`src/rtl/ctrl_pipeline_hazard.sv`:
```
// ---------------------------------------------------------------------------
// ctrl_pipeline_hazard
//   Carries the decoded control bundles from ID through the ID/EX, EX/MEM
//   and MEM/WB control registers, detects load-use hazards (stall the front
//   end and insert one bubble), resolves BEQ/BNE in MEM (flush the younger
//   instructions) and produces the EX operand-forwarding selects.
//
// Ports
//   clk, reset                 rising-edge clock, synchronous active-high reset
//   id_EX_control [3:0]        {RegDst, ALUSrc, ALUOp[1:0]} of the ID instruction
//   id_M_control  [3:0]        {MemRead, MemWrite, Branch, BOP} of the ID instruction
//   id_WB_control [1:0]        {RegWrite, MemtoReg} of the ID instruction
//   id_rs/id_rt/id_rd          register fields of the ID instruction
//   ex_zero                    ALU zero flag of the EX instruction
//   ex_EX_control              ID/EX EX bundle
//   mem_M_control              EX/MEM M bundle
//   wb_WB_control              MEM/WB WB bundle
//   ex_dest/mem_dest/wb_dest   destination register per stage
//   forward_a/forward_b        EX operand source: 10 EX/MEM, 01 MEM/WB, 00 regfile
//   pc_write, if_id_write      front-end enables (low during a load-use stall)
//   if_id_flush, pc_src        taken-branch flush and target select
// ---------------------------------------------------------------------------
module ctrl_pipeline_hazard #(
    parameter int unsigned REG_W    = 5,
    parameter logic [9:0]  NOP_CTRL = 10'b0
) (
    input  logic             clk,
    input  logic             reset,
    input  logic [3:0]       id_EX_control,
    input  logic [3:0]       id_M_control,
    input  logic [1:0]       id_WB_control,
    input  logic [REG_W-1:0] id_rs,
    input  logic [REG_W-1:0] id_rt,
    input  logic [REG_W-1:0] id_rd,
    input  logic             ex_zero,
    output logic [3:0]       ex_EX_control,
    output logic [3:0]       mem_M_control,
    output logic [1:0]       wb_WB_control,
    output logic [REG_W-1:0] ex_dest,
    output logic [REG_W-1:0] mem_dest,
    output logic [REG_W-1:0] wb_dest,
    output logic [1:0]       forward_a,
    output logic [1:0]       forward_b,
    output logic             pc_write,
    output logic             if_id_write,
    output logic             if_id_flush,
    output logic             pc_src
);

    // Bubble slices of NOP_CTRL = {EX, M, WB}
    localparam logic [3:0] NOP_EX = NOP_CTRL[9:6];
    localparam logic [3:0] NOP_M  = NOP_CTRL[5:2];
    localparam logic [1:0] NOP_WB = NOP_CTRL[1:0];

    // Bit positions inside the bundles
    localparam int unsigned EX_REGDST   = 3;
    localparam int unsigned M_MEMREAD   = 3;
    localparam int unsigned M_BRANCH    = 1;
    localparam int unsigned M_BOP       = 0;
    localparam int unsigned WB_REGWRITE = 1;

    localparam logic [1:0] FWD_NONE  = 2'b00;
    localparam logic [1:0] FWD_MEMWB = 2'b01;
    localparam logic [1:0] FWD_EXMEM = 2'b10;

    // ID/EX
    logic [3:0]       idex_ex;
    logic [3:0]       idex_m;
    logic [1:0]       idex_wb;
    logic [REG_W-1:0] idex_rs;
    logic [REG_W-1:0] idex_rt;
    logic [REG_W-1:0] idex_rd;

    // EX/MEM
    logic [3:0]       exmem_m;
    logic [1:0]       exmem_wb;
    logic [REG_W-1:0] exmem_dest;
    logic             mem_zero;

    // MEM/WB
    logic [1:0]       memwb_wb;
    logic [REG_W-1:0] memwb_dest;

    // Combinational hazard / branch terms
    logic [REG_W-1:0] ex_dest_c;
    logic             branch_taken;
    logic             load_use;

    always_comb begin
        ex_dest_c = idex_ex[EX_REGDST] ? idex_rd : idex_rt;
    end

    // BEQ (BOP=1) taken on zero, BNE (BOP=0) taken on non-zero
    always_comb begin
        branch_taken = exmem_m[M_BRANCH] & ~(mem_zero ^ exmem_m[M_BOP]);
    end

    // Load in EX whose destination is read by the instruction in ID
    always_comb begin
        load_use = idex_m[M_MEMREAD]
                 & (ex_dest_c != '0)
                 & ((ex_dest_c == id_rs) | (ex_dest_c == id_rt));
    end

    // EX/MEM is checked first so the youngest producer wins
    function automatic logic [1:0] fwd_sel(input logic [REG_W-1:0] src,
                                           input logic [1:0]       mwb,
                                           input logic [REG_W-1:0] mdest,
                                           input logic [1:0]       wwb,
                                           input logic [REG_W-1:0] wdest);
        logic [1:0] sel;
        sel = FWD_NONE;
        if (mwb[WB_REGWRITE] && (mdest != '0) && (mdest == src))
            sel = FWD_EXMEM;
        else if (wwb[WB_REGWRITE] && (wdest != '0) && (wdest == src))
            sel = FWD_MEMWB;
        return sel;
    endfunction

    always_comb begin
        forward_a = fwd_sel(idex_rs, exmem_wb, exmem_dest, memwb_wb, memwb_dest);
        forward_b = fwd_sel(idex_rt, exmem_wb, exmem_dest, memwb_wb, memwb_dest);
    end

    always_ff @(posedge clk) begin
        if (reset) begin
            idex_ex    <= '0;
            idex_m     <= '0;
            idex_wb    <= '0;
            idex_rs    <= '0;
            idex_rt    <= '0;
            idex_rd    <= '0;
            exmem_m    <= '0;
            exmem_wb   <= '0;
            exmem_dest <= '0;
            mem_zero   <= 1'b0;
            memwb_wb   <= '0;
            memwb_dest <= '0;
        end else begin
            // A flush and a stall both bubble ID/EX; the register fields are
            // cleared too so a bubble never looks like a forwarding consumer.
            if (branch_taken || load_use) begin
                idex_ex <= NOP_EX;
                idex_m  <= NOP_M;
                idex_wb <= NOP_WB;
                idex_rs <= '0;
                idex_rt <= '0;
                idex_rd <= '0;
            end else begin
                idex_ex <= id_EX_control;
                idex_m  <= id_M_control;
                idex_wb <= id_WB_control;
                idex_rs <= id_rs;
                idex_rt <= id_rt;
                idex_rd <= id_rd;
            end

            // Only a flush kills the EX instruction; a stall lets it advance
            if (branch_taken) begin
                exmem_m  <= NOP_M;
                exmem_wb <= NOP_WB;
            end else begin
                exmem_m  <= idex_m;
                exmem_wb <= idex_wb;
            end
            exmem_dest <= ex_dest_c;
            mem_zero   <= ex_zero;

            memwb_wb   <= exmem_wb;
            memwb_dest <= exmem_dest;
        end
    end

    always_comb begin
        ex_EX_control = idex_ex;
        mem_M_control = exmem_m;
        wb_WB_control = memwb_wb;
        ex_dest       = ex_dest_c;
        mem_dest      = exmem_dest;
        wb_dest       = memwb_dest;
        pc_src        = branch_taken;
        if_id_flush   = branch_taken;
        // Flush overrides the stall: the stalled instruction is discarded anyway
        pc_write      = branch_taken | ~load_use;
        if_id_write   = branch_taken | ~load_use;
    end

endmodule

```
`config.mk`:
```
export PLATFORM = sky130hd
export DESIGN_NAME = ctrl_pipeline_hazard
export DESIGN_NICKNAME = d
export VERILOG_FILES = /design/src/rtl/ctrl_pipeline_hazard.sv
export SDC_FILE = /design/constraint.sdc
export NUM_CORES = 1
export LEC_CHECK = 0
export CAP_MARGIN = 20
export CORE_UTILIZATION = 50
export CTS_BUF_LIST = sky130_fd_sc_hd__clkbuf_8
export DETAILED_ROUTE_END_ITERATION = 6
export PLACE_DENSITY = 0.94
export SLEW_MARGIN = 20
export SYNTH_ARGS = -nofsm -noshare
export SYNTH_HDL_FRONTEND = slang
export SYNTH_SLANG_ARGS = --single-unit
export TNS_END_PERCENT = 30
```
`constraint.sdc`:
```
create_clock -name clk -period 5 [get_ports clk]
set_input_delay 1 -clock clk [delete_from_list [all_inputs] [get_ports clk]]
set_output_delay 1 -clock clk [all_outputs]
set_load 0.02 [all_outputs]
```
# Word-level counts from Yosys, hierarchy flattened
# Index checks and enable logic that the tools add are counted.
# classes
eq_ne	6
n_mux	5
n_bitwise	8
n_reduce_logical	12
# ops
operator	count
5-bit equality test	6
5-bit nonzero test	3
1-bit logical AND	6
5-bit two-way mux	1
2-bit two-way mux	2
2-bit OR reduction	2
1-bit AND	3
1-bit two-way mux	2
1-bit inverter	2
1-bit bitwise OR	2
1-bit logical OR	1
1-bit XOR	1
# word_totals
ff_bits	44
inputBits	28
word_cells	43

# Logic depth before layout (Yosys ltp)
# Gate-level depths: netlist of the first run.
# logic_depth
depth_word	6
mapped_depth	8
depth_no_buf	6

# Least setup slack after synthesis of the first run
# Ideal clock, no wire load.
# synth_timing
kind	input to output
start	in id_rt[4]
end	out pc_write
arrival_ps	2049
path_slack_ps	1951
cell_stages	6
n_path_buf	1
cell_sequence	xnor2_1 > nor3_2 > nand3_2 > a21oi_4 > nand2b_1 > buf_4
# synth_via
elab_chain_cells	5
# synth_rtl
item	line_no	source
start: declaration	33	input logic [REG_W-1:0] id_rt,
5-bit equality test	102	& ((ex_dest_c == id_rs) | (ex_dest_c == id_rt));
1-bit bitwise OR	102	
1-bit AND	102	
1-bit inverter	n/a	
1-bit bitwise OR	n/a	
end: declaration	44	output logic pc_write,
# Every way passes these cells.

# Worst setup path after layout of the first run
# layout_timing
start	in id_rs[0]
end	out if_id_write
# layout_via
elab_chain_cells	5
# layout_rtl
item	line_no	source
start: declaration	32	input logic [REG_W-1:0] id_rs,
5-bit equality test	102	
1-bit bitwise OR	102	
1-bit AND	102	
1-bit inverter	185	if_id_write = branch_taken | ~load_use;
1-bit bitwise OR	185	
end: declaration	45	output logic if_id_write,
# Every way passes these cells.

==> run_results.csv, run 1 <==
group,metric,value,unit
outcome,outcome,"finished, final reports clean",
finish,diodes,0,
route,vias,1365,
grt,grt_pass1_wl,6150,µm
sta,fin_crit,3.76,ns
clock_network,cts_setup_buffers,0,
finish,layout.cells.non_filler,290,
yosys,synthCells,185,
grt,grt_pass1_vias,1400,
finish,nFillCells,249,
clock_network,cts_buffer_depth,2,
route,first_pass_iters,4,
setup_path,crit_family,"buffers and inverters",
yosys,synth-compound-area-share,0.0172,
setup_path,cpMostUsedCell,"clkdlybuf4s50_1",
setup_path,cpMaxStageDelayCell,"clkdlybuf4s50_1",
sta,finalSetupViolCount,0,
yosys,synth_xor_area_frac,0.149,
route,vias_per_cell,4.71,
yosys,synth_area_per_cell,9.85,µm²
pwr,p_per_area,287,nW/µm²
clock_network,clock_latency,0.29,ns
clock_network,cts_tree,"done",
finish,drive_above_1_share,0.148,
yosys,seq_area_frac_synth,0.483,
sta,tns,0,ns
yosys,ys_seq_elements,44,
sta,grt_setup_unrepaired,"false",
route,drc,0,
min_path,hold_class,"reg2reg",
setup_path,crit_path_start,"id_rs[0]",
clock_network,clkSinkCount,44,
yosys,yosysWarnings,0,
finish,fin_nets,272,
yosys,synth_adder_area_share,0,
grt,grt_overflow,0,
clock_network,clk_pin_slew_worst_paths,0.07,ns
place,dp_cells,283,
sta,tightest_slew,0.603,ns
finish,fin_area,2510,µm²
grt,grt_use_met2,0.356,
setup_path,end_kind,"output pin",
yosys,yosysUniqueCellTypes,25,
finish,regArea,881,µm²
grt,grt.busiest_layer,"met2",
yosys,synth-simple-area-share,0.253,
min_path,hold_start,"idex_m[2]",
setup_path,cp.required,4.00,ns
sta,min_period_over_period,0.752,
sta,max_freq,0.266,GHz
grt,grt_max_degree,32,
pwr,vdd_ir_drop_max,0.238,mV
finish,final_util,0.735,
setup_path,critPathLaunchType,"input pin",
place,place_area,2430,µm²
route,ant_nets,0,
place,io_buffers,60,
setup_path,max_stage_delay,0.55,ns
floorplan,core-area,3420,µm²
floorplan,die_width,62.4,µm
sta,drv_slew,0,
finish,multi_input_area,867,µm²
clock_network,cts_resized,0,
grt,use_met3,0.0529,
job,drv_cap,0,
sta,skew,0.00295,ns
sta,max_slew_margin,0.597,
yosys,synth.net_count,213,
grt,grtUsageTotal,0.205,
sta,finalHoldViolations,0,
place,dp_hpwl,2750,µm
floorplan,num_rows,21,
route,drtIter0Drc,26,
grt,antenna_found_initial,0,
yosys,synth.area.mux_share,0.0522,
yosys,synth_area,1820,µm²
setup_path,arrival,2.76,ns
yosys,synth_top_family_by_area,"simple AND/OR/NAND/NOR gates",
clock_network,cts_hold_buf,0,
pwr,p_leak,1.05,nW
place,routabilityCongestion,0.808,
finish,area_delta_synth_final,37.7,%
setup_path,worstReg2RegStart,"ex_EX_control[3]",
setup_path,criticalPathCategory,"in2out",
floorplan,die-area,3890,µm²
grt,grt_use_met1,0.225,
floorplan,start_util,0.534,
yosys,synth_area_leaders,"dfxtp_1 48%, xor2_1 8.6%, nor2_2 6.9%, xnor2_1 6.2%, nand2_1 5.1%",
clock_network,cts_root_buf,"clkbuf_8",
setup_path,critPathBufInv,2,
setup_path,crit_fanout,2,
yosys,synth_top_cell_area_share,0.483,
floorplan,boundaryPins,61,
clock_network,numCtsBuffers,5,
floorplan,die_h,62.4,µm
clock_network,ctsHtreeMaxLevel,2,
setup_path,crit_path_cell_trace,"clkdlybuf4s50_1, xnor2_1, nor3_1, nand3_1, a21oi_4, nand2b_1, clkdlybuf4s50_1",
route,wirelength,3580,µm
yosys,synth_area_leader_cell,"dfxtp_1",
route,wire_per_inst,12.4,µm
-- cell families (layout without fill, tap and decap cells) --
group,Yosys count,in the layout
AOI/OAI and AO/OA,4,4
buffers and inverters,14,73
and+or+nand+nor,87,87
DFF,44,44
muxes,5,5
xor gates and xnor gates,31,31
-- layer usage --
layer  vias up  wire length, µm
met5         -                0
met3        18              202
met4         0              123
met1       598             1420
met2        54             1830
li1        695                -
-- final cells by class --
cell class	instances	area share
clock inverter	2	0.00349
multi-input combinational	127	0.345
clock buffer	5	0.0274
tap	46	0.0229
timing repair buffer	61	0.242
sequential	44	0.351
inverter	5	0.00748
-- per-stage QoR --
step / worst slack [ns] / hold WS (ns) / power (mW)
final: 1.24 / 0.436 / 0.720
after detailed placement: 1.28 / 0.420 / 0.526
after floorplan: 1.95 / 0.406 / 0.469
after CTS: 1.23 / 0.437 / 0.725
after global routing: 1.15 / 0.447 / 0.756
after global placement: 1.31 / 0.409 / 0.521
-- cells in the mapped netlist --
cell type,n
nand4_1,1
o21ai_1,2
nand3_2,1
nor2_2,20
o21ai_0,1
nand2_1,25
nor3_1,1
xnor2_1,13
nor3_2,1
nand3_1,3
or4_1,4
mux2i_2,2
clkbuf_1,4
nand2b_1,1
and2_1,7
nor4_1,4
nor2b_1,8
inv_1,5
nor2_1,11
xor2_1,18
mux2i_4,3
buf_4,2
dfxtp_1,44
a21oi_4,1
buf_6,3
-- flip-flops by register name, indices dropped and copies added (netlist names) --
signal,count
idex_rt,5
wb_WB_control,2
mem_zero,1
idex_rs,5
wb_dest,5
idex_m,4
exmem_wb,2
idex_rd,5
ex_EX_control,4
mem_dest,5
mem_M_control,4
idex_wb,2
-- layout by cell type, fill, tap and decap left out --
cell / instances
clkinv_2: 1
clkdlybuf4s50_1: 60
a21oi_4: 1
mux2i_2: 2
nand2b_1: 1
nor2_2: 20
nor2b_1: 8
nand3_2: 1
xor2_1: 18
mux2i_4: 3
nor2_4: 1
clkbuf_8: 5
inv_1: 6
and2_1: 7
nor2_1: 10
nor3_1: 1
nor3_2: 1
nand4_1: 1
o21ai_1: 2
o21ai_0: 1
dfxtp_1: 44
or4_1: 4
nand3_1: 3
nand2_1: 25
xnor2_1: 13
buf_4: 1
nor4_1: 4
-- worst paths after layout --
kind / endpoint / slack [ns] / cells after the start
max reg2reg: idex_rd[4] / 2.72 / 6
min: mem_M_control[2] / 0.44 / 1
max: if_id_write / 1.24 / 7
min reg2reg: mem_M_control[2] / 0.44 / 1
-- power breakdown --
part           leakage [nW]  switching, mW  internal (mW)  total (mW)
clock                0.0452          0.109         0.0928       0.202
sequential            0.363         0.0182          0.370       0.388
combinational         0.639         0.0596         0.0702       0.130
Note: power is estimated with default switching activity, not from simulation.
==> run 2: changes to the inputs <==
CORE_UTILIZATION = 47   (was 50)
PLACE_DENSITY = 0.9   (was 0.94)
clock period = 3.8 ns   (was 5 ns; I/O delays follow)
==> run_results.csv, run 2 (synthesis results as in run 1) <==
group,metric,value,unit
clock_network,ctsHtreeMaxLevel,2,
floorplan,boundaryPins,61,
pwr,p_per_area,402,nW/µm²
finish,diodes,0,
sta,min_period_over_period,0.890,
grt,grt_pass1_wl,5950,µm
floorplan,die-area,4130,µm²
min_path,hold_class,"reg2reg",
sta,drv_slew,0,
pwr,p_total,1.02,mW
route,first_pass_iters,4,
sta,tightest_slew,0.578,ns
place,routabilityCongestion,0.827,
grt,antenna_found_initial,0,
setup_path,crit_fanout,6,
setup_path,crit_path_start,"ex_EX_control[3]",
sta,finalSetupViolCount,0,
clock_network,cts_setup_buffers,0,
setup_path,criticalPathCategory,"reg2out",
clock_network,cts_hold_buf,0,
route,ant_nets,0,
setup_path,arrival,2.62,ns
sta,tns,0,ns
pwr,p_int,772,µW
sta,max_slew_margin,0.614,
clock_network,clkSinkCount,44,
finish,final_common_cell,"clkdlybuf4s50_1",
pwr,switching_share,0.247,
route,vias,1355,
pwr,power_switching,253,µW
floorplan,die_h,64.3,µm
pwr,p_comb_frac,0.167,
route,drtIter0Drc,38,
sta,max_freq,0.296,GHz
setup_path,cp.required,3.04,ns
clock_network,clock_latency,0.30,ns
finish,layout_common_cells,"60 x clkdlybuf4s50_1, 44 x dfxtp_1, 25 x nand2_1",
clock_network,cts_tree,"done",
floorplan,die_width,64.3,µm
route,wirelength,3630,µm
route,vias_per_cell,4.61,
setup_path,end_kind,"output pin",
grt,grtUsageTotal,0.194,
grt,grt_pass1_vias,1290,
clock_network,cts_resized,0,
clock_network,clk_pin_slew_worst_paths,0.07,ns
clock_network,numCtsBuffers,5,
route,wire_per_inst,12.4,µm
place,dp_hpwl,2820,µm
pwr,vdd_ir_drop_max,0.309,mV
pwr,p_leak,1.07,nW
setup_path,critPathLaunchType,"flip-flop",
sta,fin_crit,3.38,ns
finish,area_delta_synth_final,39.6,%
setup_path,endpoint,"if_id_write",
place,io_buffers,60,
floorplan,core-area,3690,µm²
job,drv_cap,0,
sta,skew,0.00549,ns
setup_path,reg2reg_depth,7,
sta,grt_setup_unrepaired,"false",
floorplan,num_rows,22,
grt,grt_overflow,0,
setup_path,r2r-end,"idex_wb[1]",
floorplan,start_util,0.494,
grt,grt_max_degree,32,
pwr,clockPowerShare,0.335,
route,drc,0,
pwr,pwr-share-seq,0.498,
outcome,outcome,"finished, final reports clean",
finish,fin_nets,273,
setup_path,worstReg2RegStart,"ex_EX_control[3]",
sta,finalHoldViolations,0,
clock_network,cts_root_buf,"clkbuf_8",
min_path,holdPathStages,1,
finish,drive_above_1_share,0.154,
finish,nFillCells,305,
clock_network,cts_buffer_depth,2,
setup_path,rrSetupSlack,1.53,ns
run 2: changes by cell type in the layout (fill, tap and decap cells not counted), sizes merged:
cell and delta:
buf +1, bufinv +1
run 2: worst max-delay path, cell delays in order, from the launching register on:
cell             delay [ns]
dfxtp_1                0.69
mux2i_4                0.41
xnor2_1                0.12
nor3_2                 0.19
nand3_2                0.10
a21oi_4                0.18
nand2b_1               0.09
clkdlybuf4s50_1        0.54
run 2: cell type report:
cell class | count | area [µm²] | share of cell area
clock buffers | 5 | 68.8 | 0.0270
clock inverters | 3 | 38.8 | 0.0152
inverters | 5 | 18.8 | 0.00737
multi-input cells | 127 | 862 | 0.339
flip-flops and latches | 44 | 881 | 0.346
well taps | 48 | 60.1 | 0.0236
repair buffers | 62 | 616 | 0.242
run 2: power by group through the flow:
stage / sequential, mW / clock [mW] / combinational, mW
detailed placement: 0.522 / 0 / 0.172
finish: 0.510 / 0.343 / 0.171
global route: 0.514 / 0.372 / 0.184
floorplan: 0.526 / 0 / 0.0907
global placement: 0.520 / 0 / 0.168
CTS: 0.510 / 0.352 / 0.173
run 2: per-stage QoR:
step           worst slack [ns]  cells  utilization  cell area (µm²)  hold slack, ns
2_1_floorplan              1.06    185            -             1820           0.406
3_3_place_gp              0.576    286        0.661             2440           0.410
3_5_place_dp              0.541    286        0.661             2440           0.410
4_1_cts                   0.371    294        0.690             2540           0.429
5_1_grt                   0.254    294        0.690             2540           0.439
6_report                  0.418    294        0.690             2540           0.427
run 2: how the worst min path moves through the flow:
| stage | start | slack, ns | endpoint |
|---|---|---|---|
| floorplan | idex_wb[0] | 0.41 | exmem_wb[0] |
| global placement | idex_m[1] | 0.41 | mem_M_control[1] |
| detailed placement | idex_wb[0] | 0.41 | exmem_wb[0] |
| CTS | idex_wb[0] | 0.43 | exmem_wb[0] |
| global route | idex_wb[0] | 0.44 | exmem_wb[0] |
| finish | idex_wb[0] | 0.43 | exmem_wb[0] |
run 2: layer usage:
| layer | routed length, µm | GRT usage |
|---|---|---|
| met5 | 0 | 0 |
| met4 | 82 | 0.100 |
| met3 | 148 | 0.0429 |
| met2 | 1830 | 0.341 |
| met1 | 1580 | 0.218 |
